$ cat config.mk
export PLATFORM = sky130hd
export DESIGN_NAME = sensor_packet_spi_master
export DESIGN_NICKNAME = d
export VERILOG_FILES = /design/src/rtl/sensor_spi_pkg.sv /design/src/rtl/sensor_packet_spi_master_sck_gen.sv /design/src/rtl/sensor_packet_spi_master.sv
export SDC_FILE = /design/constraint.sdc
export NUM_CORES = 1
export LEC_CHECK = 0
export ABC_AREA = 1
export BUFFER_PORTS_ARGS = -buffer_cell sky130_fd_sc_hd__buf_2
export CORE_MARGIN = 2
export CORE_UTILIZATION = 32
export CTS_BUF_LIST = sky130_fd_sc_hd__clkbuf_16
export DETAILED_ROUTE_END_ITERATION = 7
export PLACE_DENSITY_LB_ADDON = 0.05
export SETUP_SLACK_MARGIN = 0.5
export SLEW_MARGIN = 20
export SYNTH_ARGS = -nofsm -noshare
export SYNTH_HDL_FRONTEND = slang
export SYNTH_SLANG_ARGS = --single-unit
$ cat constraint.sdc
create_clock -name clk -period 2 [get_ports clk]
set_clock_uncertainty 0.05 [all_clocks]
set_input_delay 0.4 -clock clk [delete_from_list [all_inputs] [get_ports clk]]
set_output_delay 0.4 -clock clk [all_outputs]
set_load 0.01 [all_outputs]
$ cat src/rtl/sensor_spi_pkg.sv
// sensor_spi_pkg: shared constants, FSM state type and
// packet builder for the 16-byte sensor SPI frame.
package sensor_spi_pkg;

  localparam logic [7:0] HEADER_BYTE = 8'hAA;
  localparam int PACKET_BYTES = 16;
  localparam int PACKET_BITS = 128;

  localparam int FLAG_QUAT_VALID = 0;
  localparam int FLAG_GYRO_VALID = 1;

  typedef enum logic [2:0] {
    ST_IDLE,
    ST_SETUP,
    ST_SHIFT,
    ST_HOLD,
    ST_GAP
  } spi_state_e;

  function automatic logic [PACKET_BITS-1:0] build_packet(
    input logic [15:0] roll,
    input logic [15:0] pitch,
    input logic [15:0] yaw,
    input logic [15:0] gyro_x,
    input logic [15:0] gyro_y,
    input logic [15:0] gyro_z,
    input logic        quat_valid,
    input logic        gyro_valid
  );
    logic [7:0] flags;
    flags = 8'h00;
    flags[FLAG_QUAT_VALID] = quat_valid;
    flags[FLAG_GYRO_VALID] = gyro_valid;
    return {HEADER_BYTE, roll, pitch, yaw,
            gyro_x, gyro_y, gyro_z,
            flags, 16'h0000};
  endfunction

endpackage

$ cat src/rtl/sensor_packet_spi_master_sck_gen.sv
// spi_sck_phase_gen: CPOL=0 sck generator, CLK_DIV clk
// cycles per half-period, idles low while disabled.
module spi_sck_phase_gen #(
  parameter int CLK_DIV = 4
) (
  input  logic clk,
  input  logic rst_n,
  input  logic en,
  output logic sck_level,
  output logic rise_pulse,
  output logic fall_pulse
);

  localparam int DW =
    (CLK_DIV > 1) ? $clog2(CLK_DIV) : 1;
  localparam logic [DW-1:0] LAST = DW'(CLK_DIV - 1);

  logic [DW-1:0] cnt;
  logic          half_end;

  assign half_end   = en && (cnt == LAST);
  assign rise_pulse = half_end && !sck_level;
  assign fall_pulse = half_end && sck_level;

  // half-period counter; level toggles at each terminal count
  always_ff @(posedge clk or negedge rst_n) begin
    if (!rst_n) begin
      cnt       <= '0;
      sck_level <= 1'b0;
    end else if (!en) begin
      cnt       <= '0;
      sck_level <= 1'b0;
    end else if (half_end) begin
      cnt       <= '0;
      sck_level <= ~sck_level;
    end else begin
      cnt       <= cnt + 1'b1;
    end
  end

endmodule

$ cat src/rtl/sensor_packet_spi_master.sv
// sensor_packet_spi_master: SPI mode 0 master that latches
// a 16-byte sensor packet on start and shifts it MSB-first.
module sensor_packet_spi_master
  import sensor_spi_pkg::*;
#(
  parameter int CLK_DIV  = 4,
  parameter int CS_SETUP = 2,
  parameter int CS_HOLD  = 2,
  parameter int CS_GAP   = 8
) (
  input  logic        clk,
  input  logic        rst_n,
  input  logic        start,
  input  logic [15:0] roll,
  input  logic [15:0] pitch,
  input  logic [15:0] yaw,
  input  logic [15:0] gyro_x,
  input  logic [15:0] gyro_y,
  input  logic [15:0] gyro_z,
  input  logic        quat_valid,
  input  logic        gyro_valid,
  output logic        cs_n,
  output logic        sck,
  output logic        sdo,
  output logic        busy,
  output logic        done
);

  localparam int CM1 =
    (CS_SETUP > CS_HOLD) ? CS_SETUP : CS_HOLD;
  localparam int CMAX = (CM1 > CS_GAP) ? CM1 : CS_GAP;
  localparam int CW =
    (CMAX > 1) ? $clog2(CMAX) : 1;

  localparam logic [CW-1:0] SETUP_LAST = CW'(CS_SETUP - 1);
  localparam logic [CW-1:0] HOLD_LAST  = CW'(CS_HOLD - 1);
  localparam logic [CW-1:0] GAP_LAST   = CW'(CS_GAP - 1);

  spi_state_e state, state_d;

  logic [CW-1:0]          cnt, cnt_d;
  logic [6:0]             bit_idx, bit_d;
  logic                   last_bit, last_d;
  logic [PACKET_BITS-1:0] shreg, shreg_d;
  logic [PACKET_BITS-1:0] pkt;
  logic                   cs_n_d, sdo_d, busy_d, done_d;
  logic                   shift_en, rise_pulse, fall_pulse;

  assign pkt = build_packet(roll, pitch, yaw,
                            gyro_x, gyro_y, gyro_z,
                            quat_valid, gyro_valid);

  assign shift_en = (state == ST_SHIFT);

  spi_sck_phase_gen #(
    .CLK_DIV(CLK_DIV)
  ) u_sck_gen (
    .clk       (clk),
    .rst_n     (rst_n),
    .en        (shift_en),
    .sck_level (sck),
    .rise_pulse(rise_pulse),
    .fall_pulse(fall_pulse)
  );

  // state, counters, shift register and registered outputs
  always_ff @(posedge clk or negedge rst_n) begin
    if (!rst_n) begin
      state    <= ST_IDLE;
      cnt      <= '0;
      bit_idx  <= '0;
      last_bit <= 1'b0;
      shreg    <= '0;
      cs_n     <= 1'b1;
      sdo      <= 1'b0;
      busy     <= 1'b0;
      done     <= 1'b0;
    end else begin
      state    <= state_d;
      cnt      <= cnt_d;
      bit_idx  <= bit_d;
      last_bit <= last_d;
      shreg    <= shreg_d;
      cs_n     <= cs_n_d;
      sdo      <= sdo_d;
      busy     <= busy_d;
      done     <= done_d;
    end
  end

  // next-state and next-output decode for the frame sequence
  always_comb begin
    state_d = state;
    cnt_d   = cnt;
    bit_d   = bit_idx;
    last_d  = last_bit;
    shreg_d = shreg;
    cs_n_d  = cs_n;
    sdo_d   = sdo;
    busy_d  = busy;
    done_d  = 1'b0;
    unique case (state)
      ST_IDLE: begin
        if (start) begin
          shreg_d = {pkt[PACKET_BITS-2:0], 1'b0};
          sdo_d   = pkt[PACKET_BITS-1];
          cs_n_d  = 1'b0;
          busy_d  = 1'b1;
          cnt_d   = '0;
          bit_d   = '0;
          last_d  = 1'b0;
          state_d = ST_SETUP;
        end
      end
      ST_SETUP: begin
        if (cnt == SETUP_LAST) begin
          cnt_d   = '0;
          state_d = ST_SHIFT;
        end else begin
          cnt_d = cnt + 1'b1;
        end
      end
      ST_SHIFT: begin
        // the final-bit decision is taken at the sample edge
        if (rise_pulse) begin
          last_d = (bit_idx == 7'd127);
        end
        if (fall_pulse) begin
          if (last_bit) begin
            sdo_d   = 1'b0;
            state_d = ST_HOLD;
          end else begin
            sdo_d   = shreg[PACKET_BITS-1];
            shreg_d = {shreg[PACKET_BITS-2:0], 1'b0};
            bit_d   = bit_idx + 7'd1;
          end
        end
      end
      ST_HOLD: begin
        if (cnt == HOLD_LAST) begin
          cnt_d   = '0;
          cs_n_d  = 1'b1;
          state_d = ST_GAP;
        end else begin
          cnt_d = cnt + 1'b1;
        end
      end
      ST_GAP: begin
        if (cnt == GAP_LAST) begin
          cnt_d   = '0;
          busy_d  = 1'b0;
          done_d  = 1'b1;
          state_d = ST_IDLE;
        end else begin
          cnt_d = cnt + 1'b1;
        end
      end
      default: state_d = ST_IDLE;
    endcase
  end

endmodule
==> key figures, run 1 <==
Outcome
  – Status: finished clean

Finish
  – Share of layout cells above drive strength 1: 0.233
  – Final core utilization: 0.443
  – # diodes: 0
  – Most frequent cells in the layout: nand2_1, dfrtp_1, buf_2, nand2_2, clkbuf_16
  – Fin nets: 1,164
  – Area delta synth->final: 36.7%
  – Post-route cell area: ~0.0089 sq mm
  – Commonest non-fill, non-tap cell in the layout: nand2_1

Clock tree
  – # H-tree levels: 4
  – Bufs on Longest Clock Path: 2
  – Num CTS Buffers: 17
  – Root Buffer Master: clkbuf_16
  – Worst-path clk slew: 60 ps
  – CTS tree: yes
  – Clk Latency, worst-skew pair: 420 ps
  – Count of clock tree sinks: ~130

Yosys
  – Avg Cell Area, Syn: 7.07 sq um
  – Post-Syn Instances: 925
  – Asr flop ratio synth: 1.00
  – Seq cells post-synth: 132
  – Main synth FF type: dfrtp_1
  – EDFF count, synth: 0
  – Yosys warnings: 0
  – Syn Std Cell Area: 0.00654 sq mm
  – Yosys cell types: 24
  – Syn_nets: 1,031
  – Sequential share of the synthesized area: 0.505

Timing
  – Relative slew slack: 0.715
  – Fmax: about 0.61 GHz
  – Hold Fails Final Rpt: 0
  – Setup Viol. Count Final: 0
  – RSZ-0062 raised after global routing: yes
  – Worst-Margin Slew: 427 ps
  – Slew Limit Fails: 0
  – Period utilisation layout: 0.823
  – Hold Slack: 198 ps
  – Setup TNS: 0 ps
  – Final worst slack: 354 ps
  – Final min period: 1650 ps

Detailed routing
  – Drt via density: around 4.4
  – DRC: 0
  – DR vias: 5,958
  – Drt initial violations: 296
  – First-pass iteration count of the detailed router: 5
  – Remaining antenna violation count: 0
  – Routed len/inst: 14.6 um
  – Post-Route WL: 19.6 mm

Place
  – HPWL Detailed: 9.45 mm
  – IO Port Bufs: about 110
  – DP Area: 0.00734 sq mm
  – Routability cong.: 0.716
  – Pre-CTS setup slack: roughly 270 ps

Critical path
  – Reg2reg end: last_bit
  – Critical Path End: last_bit
  – Critical Path RT: 2270 ps
  – CP endpoint kind: flop
  – Setup crit start kind: flop
  – Worst Reg-to-Reg Cells: 9
  – Reg-to-reg startpoint: state[0]
  – Crit. Startpoint: state[0]
  – Critical Path AT: 1920 ps
  – Crit Path Category: reg2reg
  – CP max FO: 8
  – Reg2reg setup slack: 350 ps

Global route
  – Overflow after GRT: 0
  – Overall Global Routing Usage: 0.171
  – First-pass GRT wire length: roughly 29 mm
  – Met1 Usage GRT: 0.249
  – Most used routing layer: met2
  – Met3 Resource Use GR: 0.0366
  – Vias in the first global route: 5,570
  – Initial antenna violation count: 0
  – Grt met2 use: 0.263
  – Largest net degree at the start of global routing: 54

Power
  – Leak: slightly below 5 nW
  – Power Dens Cells: 1480 mW/mm^2
  – Max VDD drop: approximately 0.66 mV

Floorplanning
  – Die Y-Extent: 147 um
  – Row Count: 52
  – Full die area: 0.0216 sq mm
  – Initial Utilization: 0.324
  – Top Ports: between 100 and 150
  – Core Region: between 0.02 and 0.025 sq mm
  – Die W: 147 um

Flow run
  – Maxcap violations: 0

Hold path
  – Class of the worst hold path: in2reg
[synth_stat cells (all sizes together) (2+ instances only)]
cell / number / area share
a21oi: 2 / 0.0015
buf: 39 / 0.041
clkbuf: 10 / 0.0059
dfrtp: 131 / 0.50
ha: 5 / 0.0096
inv: 20 / 0.011
nand2: 653 / 0.38
nand3: 22 / 0.018
nor2: 18 / 0.011
o21ai: 19 / 0.015
[cell type report]
class / instances / area, sq um
fillers: 2108 / 11200
flip-flops and latches: 132 / 3310
multi-input cells: 724 / 3090
repair buffers: 162 / 1590
clock buffers: 17 / 425
well taps: 270 / 338
inverters: 20 / 98.8
clock inverters: 15 / 77.6
repair inverters: 1 / 7.51
[worst max-delay path, cell delays in order, from the launching register on]
cell and delay (ps):
dfrtp_1 410, nor2_4 180, buf_6 140, nand2_8 110
clkinv_8 140, buf_12 140, nand3_1 90, nand2_1 120
nand2_1 70, o21ai_0 90
[power by group]
part / leakage [nW] / switching [W] / total [W] / internal (W)
Combinational: 3.02 / 0.00331 / 0.00605 / 0.00273
Sequential: 1.66 / 0.000662 / 0.00446 / 0.00380
Clock: 0.248 / 0.00118 / 0.00272 / 0.00154
[per-stage QoR]
stage               total power (W)  std cells
finish                       0.0132       1341
global route                 0.0143       1341
CTS                          0.0121       1318
detailed placement          0.00844       1266
global placement            0.00845       1266
floorplan                   0.00741        925
[metal layers]
layer | wire length, um | up-vias | share of wire
li1 | - | 3068 | -
met1 | 9700 | 2754 | 0.49
met2 | 9020 | 124 | 0.46
met3 | 751 | 12 | 0.038
met4 | 153 | 0 | 0.0078
met5 | 0 | - | 0
[sequential cells by signal, indices dropped and copies added (netlist names)]
register / flops
u_sck_gen.sck_level: 1
sdo: 1
done: 1
shreg: 111
state: 3
cs_n: 1
last_bit: 1
busy: 1
cnt: 3
bit_idx: 7
u_sck_gen.cnt: 2
[worst min path at each step]
stage	from	end	cells after the start
after detailed placement	rst_n	cnt[2]	1
after floorplan	rst_n	bit_idx[0]	0
after CTS	quat_valid	shreg[17]	3
after global placement	rst_n	cnt[1]	1
after global routing	quat_valid	shreg[17]	3
final	quat_valid	shreg[17]	3
[repair_timing]
| action | 4_1_cts | 5_1_grt |
|---|---|---|
| resized for setup | 22 | 81 |
| endpoints found under the hold margin | 36 | 0 |
| gates cloned | 8 | 17 |
| hold buffers | 1 | 0 |
| setup buffers | 11 | 6 |
| endpoints found under the setup margin | 124 | 127 |
| pin swaps | 6 | 21 |
[kinds of logic after synthesis]
| logic type | count (synthesis) | synth area share |
|---|---|---|
| buffers and inverters | 69 | 0.0588 |
| DFF | 132 | 0.505 |
| xor gates and xnor gates | 1 | 0.00134 |
| adders and majority gates | 5 | 0.00957 |
| AOI/OAI and AO/OA | 22 | 0.0170 |
| and+or+nand+nor | 696 | 0.408 |
(Power assumes the default switching activity.)
==> run 2: changes to the inputs <==
==> constraint.sdc (replaced) <==
create_clock -name clk -period 1.7 [get_ports clk]
set_clock_uncertainty 0.05 [all_clocks]
set_input_delay 0.34 -clock clk [delete_from_list [all_inputs] [get_ports clk]]
set_output_delay 0.34 -clock clk [all_outputs]
set_load 0.01 [all_outputs]
==> run 2 against run 1 <==
Register-to-register slack got worse by 210 ps; clock-buffer cell count did not move; design area is 2.8% lower; first-iteration DRC count shrank 7.8%; worst setup slack lost 210 ps; highest routed layer unchanged; critical path type unchanged; non-clock buffer count rose by 4; worst hold slack lost 70 ps; combinational power rose by 1%; sequential share of layout area grew 1.1 points; global-route usage down 1.0 points; routed wire length shrank 13%.
==> key figures, run 2 (same netlist as run 1, synthesis figures left out) <==
Critical path
  – CP endpoint kind: flop
  – Critical Path RT: 1990 ps (-280 ps)
  – Reg2reg end: bit_idx[0]
  – Setup crit start kind: flop
  – Crit Path Category: reg2reg
  – Reg-to-reg startpoint: state[0]
  – CP max FO: 11 (+3)
  – Reg2reg setup slack: 150 ps (-210 ps)
  – Worst Reg-to-Reg Cells: 6 (-3)
  – Critical Path AT: 1840 ps (-80 ps)

Finish
  – Most frequent cells in the layout: nand2_1, dfrtp_1, buf_2, buf_4, nand3_1
  – Largest regs: shreg x111, bit_idx x7
  – Filler Cells Inserted: 2,119 (+0.52%)
  – Largest Register: shreg
  – Post-route cell area: 0.00869 sq mm (-2.8%)
  – Area delta synth->final: 32.9%
  – FF/Latch Area: 0.00331 sq mm (unchanged)
  – Commonest non-fill, non-tap cell in the layout: nand2_1
  – Share of layout cells above drive strength 1: 0.214 (-0.0195)
  – Fin nets: 1,168 (+0.34%)
  – Largest register FFs: 111 (unchanged)
  – Multi-input logic area: 0.00298 sq mm (-3.4%)
  – # diodes: 0 (unchanged)
  – Fin cells: 1,345 (+0.30%)

Place
  – Post-Place Cells: 1,282 (+1.3%)
  – Pre-CTS setup slack: 137 ps (-138 ps)
  – IO Port Bufs: 105 (unchanged)
  – DP Area: 0.00754 sq mm (+2.7%)
  – Routability cong.: 0.712 (-0.57%)
  – HPWL Detailed: 10.1 mm (+6.5%)

Timing
  – Period utilisation layout: 0.913 (+0.0897)
  – RSZ-0062 raised after global routing: yes
  – Setup TNS: 0 ps (unchanged)
  – Relative slew slack: 0.762 (+0.0465)
  – Setup Viol. Count Final: 0 (unchanged)
  – Fmax: 0.645 GHz (+6.1%)
  – Worst-Margin Slew: 357 ps (-69.7 ps)
  – Hold Fails Final Rpt: 0 (unchanged)
  – Slew Limit Fails: 0 (unchanged)
  – Final worst slack: 149 ps (-206 ps)
  – Final min period: 1550 ps (-94.4 ps)

Floorplanning
  – Row Count: 52 (unchanged)
  – Full die area: 0.0216 sq mm (unchanged)
  – Core Region: 0.0202 sq mm (unchanged)
  – Die W: 147 um (unchanged)
  – Top Ports: 106 (unchanged)
  – Die Y-Extent: 147 um (unchanged)
  – Initial Utilization: 0.324 (unchanged)

Power
  – Max VDD drop: 0.737 mV (+12%)
  – Total Power: 0.0150 W (+14%)
  – Leak: 4.86 nW (-1.5%)
  – Power Dens Cells: 1730 mW/mm^2 (+17%)

Hold path
  – Hold Path End: shreg[17]
  – Class of the worst hold path: in2reg
  – Hold Startpoint: quat_valid
  – Hold depth: 3 (unchanged)

Clock tree
  – Bufs on Longest Clock Path: 2 (unchanged)
  – Count of clock tree sinks: 132 (unchanged)
  – Root Buffer Master: clkbuf_16
  – # H-tree levels: 4 (unchanged)
  – Clk Latency, worst-skew pair: 420 ps (about the same)
  – CTS tree: yes
  – Num CTS Buffers: 17 (unchanged)
  – Worst-path clk slew: 60 ps (about the same)

Detailed routing
  – Post-Route WL: 17.2 mm (-13%)
  – DRC: 0 (unchanged)
  – Drt via density: 4.35 (-2.0%)
  – Remaining antenna violation count: 0 (unchanged)
  – First-pass iteration count of the detailed router: 4 (-1)
  – Drt initial violations: 273 (-7.8%)
  – DR vias: 5,854 (-1.7%)
  – Routed len/inst: 12.8 um (-13%)

Global route
  – Vias in the first global route: 5,693 (+2.2%)
  – First-pass GRT wire length: 28.0 mm (-4.3%)
  – Largest net degree at the start of global routing: 40 (-26%)
  – Initial antenna violation count: 1 (+1)
  – Overall Global Routing Usage: 0.161 (-0.0101)
  – Overflow after GRT: 0 (unchanged)

Flow run
  – Maxcap violations: 0 (unchanged)

Outcome
  – Status: finished clean
[run 2: changes by cell type in the layout (fill, tap and decap cells not counted), moves of 9 or more]
cell       previous run  this run
nand2_1             614       643
clkbuf_16            28        19
buf_4                13        27
nand2_2              33         5
[run 2: worst max path at each step]
| stage | from | to | slack [ps] | cells past startpoint |
|---|---|---|---|---|
| final | state[0] | bit_idx[0] | 150 | 6 |
| after floorplan | state[2] | bit_idx[4] | 280 | 8 |
| after global placement | state[1] | bit_idx[6] | 150 | 7 |
| after CTS | state[2] | bit_idx[0] | 150 | 6 |
| after detailed placement | state[2] | shreg[108] | 140 | 8 |
| after global routing | state[2] | shreg[52] | 60 | 8 |
[run 2: final cells by class]
class | instances | share of cell area
Sequential cell | 132 | 0.381
Timing Repair inverter | 1 | 0.000864
Inverter | 20 | 0.0111
Clock buffer | 17 | 0.0490
Multi-Input combinational cell | 724 | 0.343
Tap cell | 270 | 0.0389
Timing Repair Buffer | 166 | 0.157
Clock inverter | 15 | 0.0192
[run 2: worst max-delay path, cell delays in order, from the launching register on]
cell	delay (ps)
dfrtp_1	400
nor2_4	150
buf_4	160
nand2_8	120
buf_16	180
or2_2	270
o21ai_1	130
[run 2: routing by layer]
metal / up-vias / wire length [um] / GRT usage
li1: 3063 / - / -
met1: 2677 / 8560 / 0.227
met2: 106 / 7860 / 0.254
met3: 8 / 634 / 0.0376
met4: 0 / 108 / 0.0375
met5: - / 0 / 0
[run 2: per-stage QoR]
step / utilization / hold WS (ps)
detailed placement: 0.374 / 216
floorplan: - / -5.59
finish: 0.431 / 128
CTS: 0.418 / 112
global placement: 0.374 / 214
global route: 0.431 / 125
[run 2: timing repair]
item	CTS	global route
resized for setup	25	33
gates cloned	3	4
setup buffers	12	11
hold endpoints to repair	26	0
pin swaps	4	10
setup endpoints to repair	134	137
hold buffers	1	0
[run 2: power by group]
group	leakage (nW)	total (W)	switching (W)	internal [W]
clock network	0.280	0.00373	0.00144	0.00229
logic	2.92	0.00614	0.00350	0.00264
registers	1.66	0.00517	0.000706	0.00446
total	4.86	0.0150	0.00564	0.00939
==> run 3: changes to the inputs <==
--- a/config.mk
+++ b/config.mk
@@ -11,6 +11,7 @@
 export CORE_UTILIZATION = 32
 export CTS_BUF_LIST = sky130_fd_sc_hd__clkbuf_16
 export DETAILED_ROUTE_END_ITERATION = 7
+export GPL_TIMING_DRIVEN = 0
 export PLACE_DENSITY_LB_ADDON = 0.05
 export SETUP_SLACK_MARGIN = 0.5
 export SLEW_MARGIN = 20
==> run 3 against run 2 <==
Sequential power grew 1%; worst setup slack got worse by 59 ps; the flow now finishes with violations (negative hold slack); worst hold slack worse by 330 ps; critical path type unchanged; total power increased by 1.6%.
==> key figures, run 3 (same netlist as run 1, synthesis figures left out) <==
Timing
  – Hold Fails Final Rpt: 58 (+58)
  – Period utilisation layout: 0.948 (+0.0350)
  – RSZ-0062 raised after global routing: yes
  – Worst-Margin Slew: 486 ps (+129 ps)
  – Fmax: 0.621 GHz (-3.7%)
  – Relative slew slack: 0.676 (-0.0860)
  – Slew Limit Fails: 0 (unchanged)
  – Hold Slack: -198 ps (-327 ps)
  – Final min period: 1610 ps (+59.4 ps)
  – Setup Viol. Count Final: 0 (unchanged)

Outcome
  – Violated checks: negative hold slack
  – Status: finished, violations left

Detailed routing
  – Remaining antenna violation count: 0 (unchanged)
  – First-pass iteration count of the detailed router: 7 (+3)
  – Routed len/inst: 12.8 um (about the same)
  – Post-Route WL: 17.4 mm (+1.1%)
  – Drt via density: 4.33 (-0.63%)
  – DRC: 0 (unchanged)
  – Drt initial violations: 298 (+9.2%)
  – DR vias: 5,882 (+0.48%)

Clock tree
  – Clk Latency, worst-skew pair: 410 ps (about the same)
  – Count of clock tree sinks: 132 (unchanged)
  – Bufs on Longest Clock Path: 2 (unchanged)
  – CTS tree: yes
  – Root Buffer Master: clkbuf_16
  – Worst-path clk slew: 50 ps (about the same)
  – # H-tree levels: 4 (unchanged)
  – Num CTS Buffers: 17 (unchanged)

Place
  – DP Area: 0.00751 sq mm (-0.40%)
  – Routability cong.: 0.744 (+4.5%)
  – HPWL Detailed: 10.9 mm (+8.1%)
  – IO Port Bufs: 105 (unchanged)

Finish
  – Post-route cell area: 0.00889 sq mm (+2.3%)
  – Commonest non-fill, non-tap cell in the layout: nand2_1
  – Largest regs: shreg x111, bit_idx x7
  – Area delta synth->final: 36.0%
  – Largest Register: shreg
  – # diodes: 0 (unchanged)
  – Most frequent cells in the layout: nand2_1, dfrtp_1, buf_2, nand2_2, clkbuf_16
  – Share of layout cells above drive strength 1: 0.238 (+0.0237)
  – Fin nets: 1,183 (+1.3%)
  – Filler Cells Inserted: 2,163 (+2.1%)
  – Largest register FFs: 111 (unchanged)

Power
  – P_int: 0.00955 W (+1.7%)
  – Sw Share: 0.374 (-0.000676)
  – Leak: 5.05 nW (+3.8%)
  – Sequential share of power: 0.343 (about the same)
  – Clock power frac: 0.224 (-0.024)
  – NetSw: 0.00572 W (+1.4%)
  – Max VDD drop: 0.743 mV (+0.93%)
  – Power Dens Cells: 1720 mW/mm^2 (-0.74%)
  – Combinational share of power: 0.433 (+0.025)

Floorplanning
  – Full die area: 0.0216 sq mm (unchanged)
  – Die W: 147 um (unchanged)
  – Initial Utilization: 0.324 (unchanged)
  – Top Ports: 106 (unchanged)
  – Die Y-Extent: 147 um (unchanged)
  – Row Count: 52 (unchanged)
  – Core Region: 0.0202 sq mm (unchanged)

Global route
  – Initial antenna violation count: 0 (-1)
  – Met1 Usage GRT: 0.226 (-0.000703)
  – Largest net degree at the start of global routing: 75 (+88%)
  – Vias in the first global route: 5,690 (-0.053%)
  – Met3 Resource Use GR: 0.0410 (+0.00342)
  – Most used routing layer: met2
  – Overflow after GRT: 0 (unchanged)
  – First-pass GRT wire length: 28.2 mm (+0.71%)
  – Grt met2 use: 0.259 (+0.00469)
  – Overall Global Routing Usage: 0.163 (+0.00168)

Critical path
  – CP endpoint kind: flop
  – Crit Path Category: reg2reg
  – Critical Path AT: 1860 ps (+20 ps)
  – Setup crit start kind: flop
  – CP max FO: 10 (-1)
  – Critical Path RT: 1950 ps (-40 ps)

Flow run
  – Maxcap violations: 0 (unchanged)

Hold path
  – Class of the worst hold path: in2async
## run 3: cell types whose count changed in the layout (fill, tap and decap cells not counted), moves of 4 or more
cell / before / now
nand2_1: 643 / 616
nand2_2: 5 / 27
buf_8: 0 / 12
buf_4: 27 / 16
buf_12: 14 / 4
clkbuf_16: 19 / 27
clkinvlp_4: 8 / 0
inv_1: 17 / 25
clkbuf_4: 0 / 6
nand2_4: 4 / 10
clkbuf_2: 0 / 4
## run 3: per-stage QoR
stage | total power [W] | TNS, ps | worst slack (ps) | instances | utilization
after global routing | 0.0166 | -48.1 | -7.96 | 1360 | 0.441
after CTS | 0.0144 | 0 | 73.6 | 1345 | 0.414
final | 0.0153 | 0 | 89.1 | 1360 | 0.441
after global placement | 0.0102 | -262190 | -1940 | 1300 | 0.370
after floorplan | 0.00880 | 0 | 280 | 925 | -
after detailed placement | 0.0102 | -9310 | -196 | 1301 | 0.372
## run 3: per-layer routing
metal  share of wire  up-vias  wire length [um]
met2            0.44      102              7700
li1                -     3099                 -
met4          0.0087        0               151
met5               0        -                 0
met3           0.041        8               703
met1            0.51     2673              8790
## run 3: power by group through the flow
stage	Combinational [W]	Sequential, W	Clock [W]
2_1_floorplan	0.00376	0.00504	0
3_3_place_gp	0.00502	0.00518	0
3_5_place_dp	0.00506	0.00518	0
4_1_cts	0.00575	0.00516	0.00352
5_1_grt	0.00758	0.00540	0.00367
6_report	0.00662	0.00524	0.00342
## run 3: critical path: stages (launching register included)
cell and delay [ps]:
dfrtp_2 430, nor2_4 200, nand4_1 160, nand2_2 130, nand2_4 100, buf_12 170, buf_6 140, nand2_1 60
nand2_1 50
## run 3: path summary, 6_finish.rpt
check / from / end / slack [ps] / cells after the start
max: state[2] / shreg[75] / 90 / 8
min in group clk: gyro_y[4] / shreg[45] / 160 / 5
max in group asynchronous: rst_n / shreg[36] / 1070 / 2
min: rst_n / cnt[1] / -200 / 1
min reg2reg: u_sck_gen.cnt[0] / u_sck_gen.cnt[0] / 390 / 1
max reg2reg: state[2] / shreg[75] / 90 / 8
## run 3: cell type report
class | count | area (sq um) | share of cell area
Buffer | 49 | 538 | 0.0605
Multi-Input combinational cell | 725 | 3070 | 0.346
Tap cell | 270 | 338 | 0.0380
Clock buffer | 17 | 425 | 0.0479
Sequential cell | 132 | 3310 | 0.372
Inverter | 20 | 100 | 0.0113
Timing Repair Buffer | 132 | 997 | 0.112
Clock inverter | 15 | 114 | 0.0128
## run 3: what timing repair did
| action | 4_1_cts | 5_1_grt |
|---|---|---|
| endpoints found under the setup margin | 134 | 135 |
| cloned | 3 | 10 |
| endpoints found under the hold margin | 58 | 58 |
| pin swaps | 5 | 35 |
| buffers inserted | 9 | 5 |
| gates resized for setup | 43 | 84 |
